===== config.mk =====
export PLATFORM = sky130hd
export DESIGN_NAME = guess_solver_flat
export DESIGN_NICKNAME = d
export VERILOG_FILES = /design/src/rtl/guess_solver_if.sv /design/src/rtl/guess_solver.sv /design/src/flat_wrapper.sv
export SDC_FILE = /design/constraint.sdc
export NUM_CORES = 1
export LEC_CHECK = 0
export BUFFER_PORTS_ARGS = -buffer_cell sky130_fd_sc_hd__buf_2
export CORE_MARGIN = 2
export CORE_UTILIZATION = 45
export DETAILED_ROUTE_END_ITERATION = 6
export HOLD_SLACK_MARGIN = 0.12
export SYNTH_ARGS = -nofsm -noshare
export SYNTH_HDL_FRONTEND = slang
export SYNTH_SLANG_ARGS = --single-unit

===== constraint.sdc =====
create_clock -name clk -period 6.59 [get_ports clk]
set_input_delay 1.318 -clock clk [delete_from_list [all_inputs] [get_ports clk]]
set_output_delay 1.318 -clock clk [all_outputs]
set_load 0.03 [all_outputs]

===== src/rtl/guess_solver_if.sv =====
// Handshake bundle between the guess solver and its external comparator.
// Parameter: W - guess/secret width in bits.
// Signals:
//   i_start        - begin a new search
//   i_over/i_under/i_equal - comparator result for the current guess
//   o_guess        - current guess presented to the comparator
//   o_valid        - comparator result is sampled this cycle
//   o_busy         - search in progress
//   o_done/o_fail  - search finished with the secret found / aborted
//   o_count        - guesses issued in the current or last search
// Modports: master = solver side, slave = comparator/driver side.
interface guess_solver_if #(
    parameter int unsigned W = 8
);
    logic         i_start;
    logic         i_over;
    logic         i_under;
    logic         i_equal;
    logic [W-1:0] o_guess;
    logic         o_valid;
    logic         o_busy;
    logic         o_done;
    logic         o_fail;
    logic [3:0]   o_count;

    modport master (
        input  i_start, i_over, i_under, i_equal,
        output o_guess, o_valid, o_busy, o_done, o_fail, o_count
    );

    modport slave (
        output i_start, i_over, i_under, i_equal,
        input  o_guess, o_valid, o_busy, o_done, o_fail, o_count
    );
endinterface


===== src/rtl/guess_solver.sv =====
// Binary-search solver: narrows [lo, hi] using an external comparator
// until the guess equals the secret or the answers become inconsistent.
// Parameters: W (width, 2..14), MAX_GUESSES (guess limit).
// Ports: clk, reset (async, active-high), bus (guess_solver_if.master).
// Optional feature: define GUESS_SOLVER_LIMIT_EN to abort a search whose
// MAX_GUESSES-th answer is not "equal".
module guess_solver #(
    parameter int unsigned W           = 8,
    parameter int unsigned MAX_GUESSES = 6
) (
    input  logic           clk,
    input  logic           reset,
    guess_solver_if.master bus
);
    localparam int unsigned CW   = 4;
    localparam logic [W-1:0] MAXV = {W{1'b1}};
`ifdef GUESS_SOLVER_LIMIT_EN
    localparam bit LIMIT_EN = 1'b1;
`else
    localparam bit LIMIT_EN = 1'b0;
`endif

    typedef enum logic [2:0] {IDLE, GUESS, CHECK, DONE, FAIL} state_t;

    state_t        r_state, w_state_nxt;
    logic [W-1:0]  r_lo, r_hi, r_guess;
    logic [W-1:0]  w_lo_nxt, w_hi_nxt, w_guess_nxt;
    logic [CW-1:0] r_count, w_count_nxt;
    logic          r_valid, r_busy, r_done, r_fail;
    logic [W:0]    w_sum;
    logic [W-1:0]  w_mid, w_dec, w_inc;
    logic [2:0]    w_resp;

    // Midpoint with a carry bit so lo+hi cannot wrap.
    assign w_sum  = {1'b0, r_lo} + {1'b0, r_hi};
    assign w_mid  = W'(w_sum >> 1);
    assign w_dec  = r_guess - W'(1);
    assign w_inc  = r_guess + W'(1);
    assign w_resp = {bus.i_over, bus.i_under, bus.i_equal};

    // Next-state and datapath updates.
    always_comb begin
        w_state_nxt = r_state;
        w_lo_nxt    = r_lo;
        w_hi_nxt    = r_hi;
        w_guess_nxt = r_guess;
        w_count_nxt = r_count;
        unique case (r_state)
            IDLE, DONE, FAIL: begin
                if (bus.i_start) begin
                    w_state_nxt = GUESS;
                    w_lo_nxt    = '0;
                    w_hi_nxt    = MAXV;
                    w_count_nxt = '0;
                end
            end
            GUESS: begin
                w_guess_nxt = w_mid;
                w_count_nxt = (r_count == {CW{1'b1}}) ? r_count : r_count + CW'(1);
                w_state_nxt = CHECK;
            end
            CHECK: begin
                case (w_resp)
                    3'b001: w_state_nxt = DONE;
                    3'b100: begin
                        // Guess too high: shrink hi, abort if range empties.
                        if (r_guess == '0) begin
                            w_state_nxt = FAIL;
                        end else begin
                            w_hi_nxt    = w_dec;
                            w_state_nxt = (r_lo > w_dec) ? FAIL : GUESS;
                        end
                    end
                    3'b010: begin
                        // Guess too low: raise lo, abort if range empties.
                        if (r_guess == MAXV) begin
                            w_state_nxt = FAIL;
                        end else begin
                            w_lo_nxt    = w_inc;
                            w_state_nxt = (w_inc > r_hi) ? FAIL : GUESS;
                        end
                    end
                    default: w_state_nxt = FAIL;
                endcase
                if (LIMIT_EN && (w_resp != 3'b001) && (r_count == CW'(MAX_GUESSES)))
                    w_state_nxt = FAIL;
            end
            default: w_state_nxt = IDLE;
        endcase
    end

    // State, datapath and registered status flags.
    always_ff @(posedge clk or posedge reset) begin
        if (reset) begin
            r_state <= IDLE;
            r_lo    <= '0;
            r_hi    <= MAXV;
            r_guess <= '0;
            r_count <= '0;
            r_valid <= 1'b0;
            r_busy  <= 1'b0;
            r_done  <= 1'b0;
            r_fail  <= 1'b0;
        end else begin
            r_state <= w_state_nxt;
            r_lo    <= w_lo_nxt;
            r_hi    <= w_hi_nxt;
            r_guess <= w_guess_nxt;
            r_count <= w_count_nxt;
            r_valid <= (w_state_nxt == CHECK);
            r_busy  <= (w_state_nxt == GUESS) || (w_state_nxt == CHECK);
            r_done  <= (w_state_nxt == DONE);
            r_fail  <= (w_state_nxt == FAIL);
        end
    end

    assign bus.o_guess = r_guess;
    assign bus.o_valid = r_valid;
    assign bus.o_busy  = r_busy;
    assign bus.o_done  = r_done;
    assign bus.o_fail  = r_fail;
    assign bus.o_count = r_count;
endmodule


===== src/flat_wrapper.sv =====
// flat-port wrapper written by rule: the top's interface ports become plain ports
module guess_solver_flat 
#(
    parameter int unsigned W           = 8,
    parameter int unsigned MAX_GUESSES = 6
)
  (clk, reset, bus_i_start, bus_i_over, bus_i_under, bus_i_equal, bus_o_guess, bus_o_valid, bus_o_busy, bus_o_done, bus_o_fail, bus_o_count);
  guess_solver_if #(.W(W)) bus_i ();
  input  logic clk;
  input  logic reset;
  input wire logic [$bits(bus_i.i_start)-1:0] bus_i_start;
  input wire logic [$bits(bus_i.i_over)-1:0] bus_i_over;
  input wire logic [$bits(bus_i.i_under)-1:0] bus_i_under;
  input wire logic [$bits(bus_i.i_equal)-1:0] bus_i_equal;
  output wire logic [$bits(bus_i.o_guess)-1:0] bus_o_guess;
  output wire logic [$bits(bus_i.o_valid)-1:0] bus_o_valid;
  output wire logic [$bits(bus_i.o_busy)-1:0] bus_o_busy;
  output wire logic [$bits(bus_i.o_done)-1:0] bus_o_done;
  output wire logic [$bits(bus_i.o_fail)-1:0] bus_o_fail;
  output wire logic [$bits(bus_i.o_count)-1:0] bus_o_count;
  assign bus_i.i_start = bus_i_start;
  assign bus_i.i_over = bus_i_over;
  assign bus_i.i_under = bus_i_under;
  assign bus_i.i_equal = bus_i_equal;
  assign bus_o_guess = bus_i.o_guess;
  assign bus_o_valid = bus_i.o_valid;
  assign bus_o_busy = bus_i.o_busy;
  assign bus_o_done = bus_i.o_done;
  assign bus_o_fail = bus_i.o_fail;
  assign bus_o_count = bus_i.o_count;
  guess_solver #(.W(W), .MAX_GUESSES(MAX_GUESSES)) u_core (.clk(clk), .reset(reset), .bus(bus_i));
endmodule

# Yosys cells after proc, flatten, opt, wreduce, memory -nomap -nowiden
# Index checks and enable logic that the tools add are counted.
# word_totals
reg_bits,35
word_cells,61
out_inout_bits,16
in_bits,6
# classes
n_eq_ne,19
magnitude_cmp,2
n_reduce_logical,9
muxes,18
add_sub_neg,4
# op_table
cell,count
8-bit 2-to-1 mux,6
8-bit case mux with 2 select lines,2
3-bit case mux with 3 select lines,2
8-bit > comparator,2
3-bit by 2-bit equality test with 1-bit output (second input constant),5
3-bit 2-to-1 mux,5
2-bit inequality test (second input constant),5
8-bit by 8-bit adder with 9-bit output,1
3-bit by 1-bit equality test with 1-bit output (second input constant),3
3-bit equality test (second input constant),3
8-bit by 1-bit adder with 8-bit output (second input constant),1
8-bit equality test (second input constant),1
8-bit logical NOT,1
4-bit 2-to-1 mux,2
4-bit case mux with 2 select lines,1
4-bit AND reduction,2
8-bit by 1-bit subtractor with 8-bit output (second input constant),1
4-bit by 1-bit adder with 4-bit output (second input constant),1
4-bit equality test (second input constant),1
2-bit nonzero test,2
3-bit logical NOT,1
3-bit AND reduction,1
3-bit OR reduction,1
2-bit by 1-bit inequality test with 1-bit output (second input constant),1
1-bit logical OR,1

# Longest topological paths before layout
# Gate-level depths: netlist of run 1.
# logic_depth
ltp_word,8
ltp_mapped,12
mapped_depth_nobuf,12

# Worst setup path after synthesis of run 1
# OpenSTA, ideal clock, no wires.
# synth_path
path_kind,input to register
start,input port bus_i_under
end,register u_core.r_lo[1]
t_arrival_ns,2.587
cell_stages,7
n_path_buf,2
required_time_ns,6.458
setup_ns,0.132
setup_slack_ns,3.871
cell_sequence,inv_1 or3_1 a31oi_1 and2_1 clkbuf_1 clkbuf_1 o21ai_1
# synth_via
elab_chain_len,3
# synth_lines
element,line,rtl
from (decl),flat_wrapper.sv:13,input wire logic [$bits(bus_i.i_under)-1:0] bus_i_under;
3-bit by 2-bit equality test with 1-bit output,guess_solver.sv:63,case (w_resp)
2-bit by 1-bit inequality test with 1-bit output (no source line),n/a,
4-bit AND reduction (no source line),n/a,
to (signal assigned),guess_solver.sv:106,r_lo <= w_lo_nxt;
to (decl),guess_solver.sv:26,"logic [W-1:0] r_lo, r_hi, r_guess;"
# Every way passes these cells.
# A chain may end at the register's enable or synchronous reset.

# Worst setup path in the final report of run 1
# layout_path
start,register u_core.r_guess[0] (netlist: u_core.bus.o_guess[0])
end,register u_core.r_busy (netlist: u_core.bus.o_busy)
# layout_via
elab_chain_len,8
word_cells_on_any_way,15
cone_classes,2 x add/sub; 2 x order compare; 3 x eq/ne; 6 x mux; 2 x reduce/logical
# layout_lines
element,line,rtl
from (decl),guess_solver.sv:26,
from (signal assigned),guess_solver.sv:108,r_guess <= w_guess_nxt;
8-bit by 1-bit adder with 8-bit output / 8-bit by 1-bit subtractor with 8-bit output (equally long branches),"guess_solver.sv:38, guess_solver.sv:37",
"8-bit > comparator, on equally long branches","guess_solver.sv:80, guess_solver.sv:71",
"3-bit 2-to-1 mux, on equally long branches","guess_solver.sv:80, guess_solver.sv:71",
"3-bit 2-to-1 mux, on equally long branches","guess_solver.sv:76, guess_solver.sv:67",
3-bit case mux with 3 select lines *,guess_solver.sv:63,
3-bit case mux with 3 select lines *,guess_solver.sv:48,unique case (r_state)
3-bit by 1-bit equality test with 1-bit output / 3-bit by 2-bit equality test with 1-bit output (equally long branches),guess_solver.sv:111,r_busy <= (w_state_nxt == GUESS) || (w_state_nxt == CHECK);
1-bit logical OR *,guess_solver.sv:111,
to (signal assigned),guess_solver.sv:111,
to (decl),guess_solver.sv:29,"logic r_valid, r_busy, r_done, r_fail;"
# Mark *: on every way between the ends. The rest lies on a longest branch, timed or not.

==> flow_metrics.env, run 1 <==
export IMPL_cts_root_buf="clkbuf_8"
export IMPL_synthesis_area_um2=2406
export IMPL_cts_resized_gates=0
export IMPL_p_sw_share_pct=48.53
export IMPL_hold_path_class="reg2reg"
export IMPL_ctsHoldBuffers=0
export IMPL_path_class="reg2reg"
export IMPL_rsz0062_at_grt="false"
export IMPL_cts_max_level=2
export IMPL_p_per_area_nw_per_um2=474.4
export IMPL_port_buffers=21
export IMPL_fp_row_count=26
export IMPL_first_global_vias=1841
export IMPL_p_switching_mw=0.6086
export IMPL_syn_num_nets=305
export IMPL_slew_violations=0
export IMPL_worstMarginPinSlew_ps=841.2
export IMPL_cts_buffer_depth=2
export IMPL_cts_sinks=35
export IMPL_worstPathRequired_ps=6780
export IMPL_avgSynthCellArea_um2=8.878
export IMPL_ys_seq_elements=35
export IMPL_total_power_mw=1.254
export IMPL_dp_cells=354
export IMPL_via_count=1935
export IMPL_crit_path_cell_trace="inv_1 -> nor3_1 -> nand3_1 -> xnor2_1 -> ha_1 -> nand4_1 -> or2_2 -> o21ai_0 -> a32oi_2 -> o31ai_1"
export IMPL_nets=325
export IMPL_clk_latency_ps=290
export IMPL_grt_usage_pct=20.09
export IMPL_viasPerCell=5.345
export IMPL_area_delta_synth_final_pct=9.881
export IMPL_status="finished clean"
export IMPL_p_int_mw=0.6455
export IMPL_dp_hpwl_um=4117
export IMPL_yosys_top_cells_area="dfrtp_1, ha_1, dfstp_2"
export IMPL_io_pins=22
export IMPL_fin_crit_ps=2790
export IMPL_final_hold_viol_count=0
export IMPL_holdWs_ps=484.7
export IMPL_async_reset_ff_share_pct=100.0
export IMPL_max_slew_margin_pct=43.72
export IMPL_tns_ps=0
export IMPL_power_leakage_nw=1.254
export IMPL_post_route_util_pct=51.44
export IMPL_clkPwrFrac_pct=12.2
export IMPL_synth_top_cell_area_share_pct=28.08
export IMPL_dominantRegCellSynth="dfrtp_1"
export IMPL_fin_worst_skew_ps=4.196
export IMPL_yosysMostFrequentCell="nand2_1"
export IMPL_antenna_found_initial=0
export IMPL_tritoncts="done"
export IMPL_diodes=0
export IMPL_drive_gt1_share_pct=15.75
export IMPL_pwr_share_seq_pct=33.0
export IMPL_path_delay_family="simple AND/OR/NAND/NOR gates"
export IMPL_wirelength_um=5524
export IMPL_start_util_pct=46.81
export IMPL_fmax_mhz=358.4
export IMPL_vdd_drop_max_mv=0.2203
export IMPL_ys_types=44
export IMPL_drv_cap=0
export IMPL_grt_max_degree=36
export IMPL_synth_top_area_cell="dfrtp_1"
export IMPL_layout_cells_non_filler=362
export IMPL_yosysWarnings=0
export IMPL_die_area_um2=5947
export IMPL_cts_setup_buffers=0
export IMPL_clk_pin_slew_ps=70
export IMPL_setup_viol=0
export IMPL_synth_common_cells="nand2_1, dfrtp_1, ha_1"
export IMPL_cp_start_kind="flop"
export IMPL_final_period_utilization_pct=42.34
export IMPL_crit_fanout=10
export IMPL_dr_first_iter_drc_count=135
export IMPL_ys_seq_area_share_pct=36.82
export IMPL_place_congestion=0.8565
export IMPL_grt_ovfl_total=0
export IMPL_critical_path_arrival_ps=2990
export IMPL_coreArea_um2=5140
export IMPL_cts_buffers=5
export IMPL_ant_nets=0
export IMPL_path_buf_inv=1
export IMPL_route_detailed_drc=0
export IMPL_end_kind="flop"
export IMPL_die_w_um=77.12
export IMPL_synth_cells=271
export IMPL_comb_power_share_pct=54.8
export IMPL_slowest_delay_ps=550
export IMPL_first_pass_iters=5
export IMPL_grt_pass1_wl_um=9404
export IMPL_wl_per_cell_um=15.26
export IMPL_die_h_um=77.12
export IMPL_synth_edf_count=0
export IMPL_slowest_stage="dfrtp_1"
## power groups by stage
stage / sequential (mW) / combinational, mW / clock, mW
global placement: 0.414 / 0.682 / 0
detailed placement: 0.417 / 0.687 / 0
CTS: 0.413 / 0.691 / 0.159
floorplan: 0.446 / 0.488 / 0
global route: 0.431 / 0.772 / 0.169
finish: 0.414 / 0.687 / 0.153
## cell type report
cell class | instances | area, µm²
Timing Repair Buffer | 23 | 120.1
Fill cell | 515 | 2496
Clock buffer | 5 | 68.82
Inverter | 18 | 67.56
Tap cell | 70 | 87.58
Clock inverter | 3 | 15.01
Sequential cell | 35 | 885.9
Multi-Input combinational cell | 208 | 1399
## per-stage QoR
stage | worst slack (ps) | cell area, µm²
after floorplan | 3871 | 2406
after global placement | 3652 | 2560
after detailed placement | 3640 | 2560
after CTS | 3772 | 2644
after global routing | 3573 | 2644
final | 3800 | 2644
## cell usage in the layout, fill, tap and decap left out, drive strengths merged, types with 3 or more instances in the layout
cell type  synthesis  final
nor3               3      3
buf                3     23
nand3b             3      3
xnor2             13     13
o21ai             21     21
nand4              6      6
nand2             35     35
inv               18     18
o211ai             3      3
nand2b             4      4
clkbuf             7      5
nor2b              4      4
a21oi             13     13
o31ai              5      5
and2               6      6
nand3              7      7
ha                27     27
a31oi              9      9
xor2               4      4
dfrtp             27     27
dfstp              8      8
clkinv             0      3
nor2              22     22
## path summary, 6_finish.rpt
kind	start	end	slack, ps	cells past startpoint
min reg2reg	u_core.r_state[2]$_DFF_PP0_	u_core.r_state[1]$_DFF_PP0_	480	1
min in group asynchronous	reset	u_core.bus.o_count[0]$_DFFE_PP0P_	1130	3
min	u_core.r_state[2]$_DFF_PP0_	u_core.r_state[1]$_DFF_PP0_	480	1
max reg2reg	u_core.bus.o_guess[0]$_DFFE_PP0P_	u_core.bus.o_busy$_DFF_PP0_	3800	10
max in group asynchronous	reset	u_core.r_hi[5]$_DFFE_PP1P_	5110	3
max	u_core.bus.o_guess[0]$_DFFE_PP0P_	u_core.bus.o_busy$_DFF_PP0_	3800	10
## per-layer routing
metal / part of all wire, % / GRT usage, % / up-vias
li1: - / - / 987
met1: 51 / 29.90 / 900
met2: 44 / 29.91 / 41
met3: 3.5 / 3.176 / 7
met4: 1.6 / 6.071 / 0
met5: 0 / 0 / -
## registers in the layout, indices dropped and copies added (netlist names)
name / flops
u_core.bus.o_valid: 1
u_core.bus.o_count: 4
u_core.bus.o_fail: 1
u_core.r_lo: 8
u_core.bus.o_done: 1
u_core.r_hi: 8
u_core.r_state: 3
u_core.bus.o_guess: 8
u_core.bus.o_busy: 1
## worst register-to-register path: stages, from the launching register on
cell and delay [ps]:
dfrtp_1 550, inv_1 180, nor3_1 370, nand3_1 150, xnor2_1 170, ha_1 330, nand4_1 150, or2_2 320
o21ai_0 110, a32oi_2 120, o31ai_1 260
## cell families after synthesis
logic type                 after synthesis  synth area share, %
adders and majority gates               28                14.87
xor gates and xnor gates                17                6.188
AOI/OAI and AO/OA                       62                16.28
muxes                                    2               0.8321
and+or+nand+nor                         99                19.97
buffers and inverters                   28                5.044
DFF                                     35                36.82
Note: power is estimated with default switching activity, not from simulation.
==> inputs of run 2 (changes only) <==
- clock period: 6.59 -> 2.7 ns (I/O delays scaled with it)
==> run 2 against run 1 <==
  * Non-clock buffer count grew 11
  * Combinational power rose to 2.7 times the previous value
  * Core utilization increased by 2.0 points
  * Final cell count up 3.0%
  * Worst setup slack worse by 3600 ps
  * Clock-buffer cell count grew 2
  * Design area rose by 3.8%
  * Clock skew grew 5.0 ps
  * Fmax up 11%
  * Sequential cell count did not move
  * Sequential power rose by 130%
  * Critical endpoint unchanged
  * Largest power group unchanged
==> flow_metrics.env, run 2 (same netlist as run 1, synthesis figures left out) <==
export IMPL_status="finished clean"
export IMPL_vdd_drop_max_mv=0.6801
export IMPL_die_area_um2=5947
export IMPL_n_fill_cell=504
export IMPL_grt_pass1_wl_um=9625
export IMPL_clk_latency_ps=290
export IMPL_max_slew_margin_pct=64.74
export IMPL_placed_cell_area_um2=2643
export IMPL_area_sequential_um2=885.9
export IMPL_tritoncts="done"
export IMPL_area_delta_synth_final_pct=14.09
export IMPL_clk_pin_slew_ps=70
export IMPL_antenna_found_initial=0
export IMPL_first_global_vias=1947
export IMPL_cts_buffers=5
export IMPL_coreArea_um2=5140
export IMPL_fmax_mhz=396.9
export IMPL_io_pins=22
export IMPL_worstPathRequired_ps=2900
export IMPL_setup_viol=0
export IMPL_via_count=1961
export IMPL_multi_input_area_um2=1410
export IMPL_final_period_utilization_pct=93.31
export IMPL_path_class="reg2reg"
export IMPL_rrSetupSlack_ps=180
export IMPL_reg2reg_from="u_core.bus.o_guess[3]$_DFFE_PP0P_"
export IMPL_slew_violations=0
export IMPL_critical_path_arrival_ps=2720
export IMPL_place_congestion=0.8486
export IMPL_power_leakage_nw=1.310
export IMPL_layout_setup_ws_ps=180.7
export IMPL_final_hold_viol_count=0
export IMPL_r2r_end="u_core.bus.o_busy$_DFF_PP0_"
export IMPL_start_util_pct=46.81
export IMPL_diodes=0
export IMPL_grt_usage_pct=20.83
export IMPL_fp_row_count=26
export IMPL_worstRegToRegCells=9
export IMPL_cts_root_buf="clkbuf_8"
export IMPL_cts_buffer_depth=2
export IMPL_wirelength_um=5624
export IMPL_dp_hpwl_um=4346
export IMPL_fin_crit_ps=2519
export IMPL_route_detailed_drc=0
export IMPL_drv_cap=0
export IMPL_dr_first_iter_drc_count=89
export IMPL_first_pass_iters=4
export IMPL_cts_sinks=35
export IMPL_wl_per_cell_um=15.08
export IMPL_fin_area_um2=2745
export IMPL_die_h_um=77.12
export IMPL_nets=336
export IMPL_preCtsSetupSlack_ps=158.8
export IMPL_final_common_cell="nand2_1"
export IMPL_hold_path_class="in2async"
export IMPL_ant_nets=0
export IMPL_grt_ovfl_total=0
export IMPL_p_per_area_nw_per_um2=1168
export IMPL_holdWs_ps=348.3
export IMPL_port_buffers=21
export IMPL_ctsHoldBuffers=0
export IMPL_viasPerCell=5.257
export IMPL_fin_worst_skew_ps=9.195
export IMPL_end_kind="flop"
export IMPL_cts_setup_buffers=0
export IMPL_crit_fanout=4
export IMPL_die_w_um=77.12
export IMPL_final_cell_mix="nand2_1, ha_1, dfrtp_1, nor2_1, buf_2"
export IMPL_worstMarginPinSlew_ps=529.0
export IMPL_cts_max_level=2
export IMPL_drive_gt1_share_pct=19.47
export IMPL_grt_max_degree=36
export IMPL_cp_start_kind="flop"
-- run 2: metrics by stage --
step | util (%) | instances | power [mW] | TNS [ps]
finish | 53.41 | 373 | 3.208 | 0
global route | 53.41 | 373 | 3.504 | -15.42
CTS | 53.19 | 373 | 3.214 | 0
detailed placement | 51.41 | 365 | 2.803 | 0
global placement | 51.41 | 365 | 2.791 | 0
floorplan | - | 271 | 2.279 | 0
-- run 2: cell type report --
cell class | count | share of cell area (%)
Multi-Input combinational cell | 208 | 51.37
Sequential cell | 35 | 32.27
Timing Repair Buffer | 34 | 7.384
Tap cell | 70 | 3.191
Clock buffer | 7 | 3.145
Inverter | 18 | 2.461
Clock inverter | 1 | 0.1823
-- run 2: timing repair --
action | in CTS | in global routing
endpoints found under the hold margin | 0 | 0
gates resized for setup | 0 | 3
endpoints found under the setup margin | 0 | 4
-- run 2: critical path: stages (launching register included) --
cell,delay [ps]
dfrtp_1,410
or4_4,550
nor4_2,200
xnor2_1,190
ha_1,300
a21oi_1,140
o21ai_0,90
o21ai_1,160
a32oi_2,150
o31ai_1,240
-- run 2: how the worst max path moves through the flow --
stage	startpoint	endpoint	slack (ps)	depth (start not counted)
after CTS	u_core.bus.o_guess[3]$_DFFE_PP0P_	u_core.bus.o_busy$_DFF_PP0_	140	9
after floorplan	u_core.bus.o_guess[3]$_DFFE_PP0P_	u_core.bus.o_busy$_DFF_PP0_	20	10
after global routing	u_core.bus.o_guess[3]$_DFFE_PP0P_	u_core.bus.o_busy$_DFF_PP0_	-20	10
after detailed placement	u_core.bus.o_guess[3]$_DFFE_PP0P_	u_core.bus.o_busy$_DFF_PP0_	160	9
final	u_core.bus.o_guess[3]$_DFFE_PP0P_	u_core.bus.o_busy$_DFF_PP0_	180	9
after global placement	u_core.bus.o_guess[3]$_DFFE_PP0P_	u_core.bus.o_busy$_DFF_PP0_	200	9
-- run 2: routing by layer --
layer,wire [µm],vias up,track usage [%]
met2,2417,43,30.26
met5,0,-,0
met4,87,0,7.679
met1,2754,905,29.60
li1,-,1002,-
met3,365,11,5.647
-- run 2: where the power goes --
part / switching (mW) / internal (mW) / total [mW]
Clock: 0.189 / 0.206 / 0.395
Sequential: 0.203 / 0.751 / 0.954
Combinational: 1.13 / 0.733 / 1.86
Total: 1.52 / 1.69 / 3.21
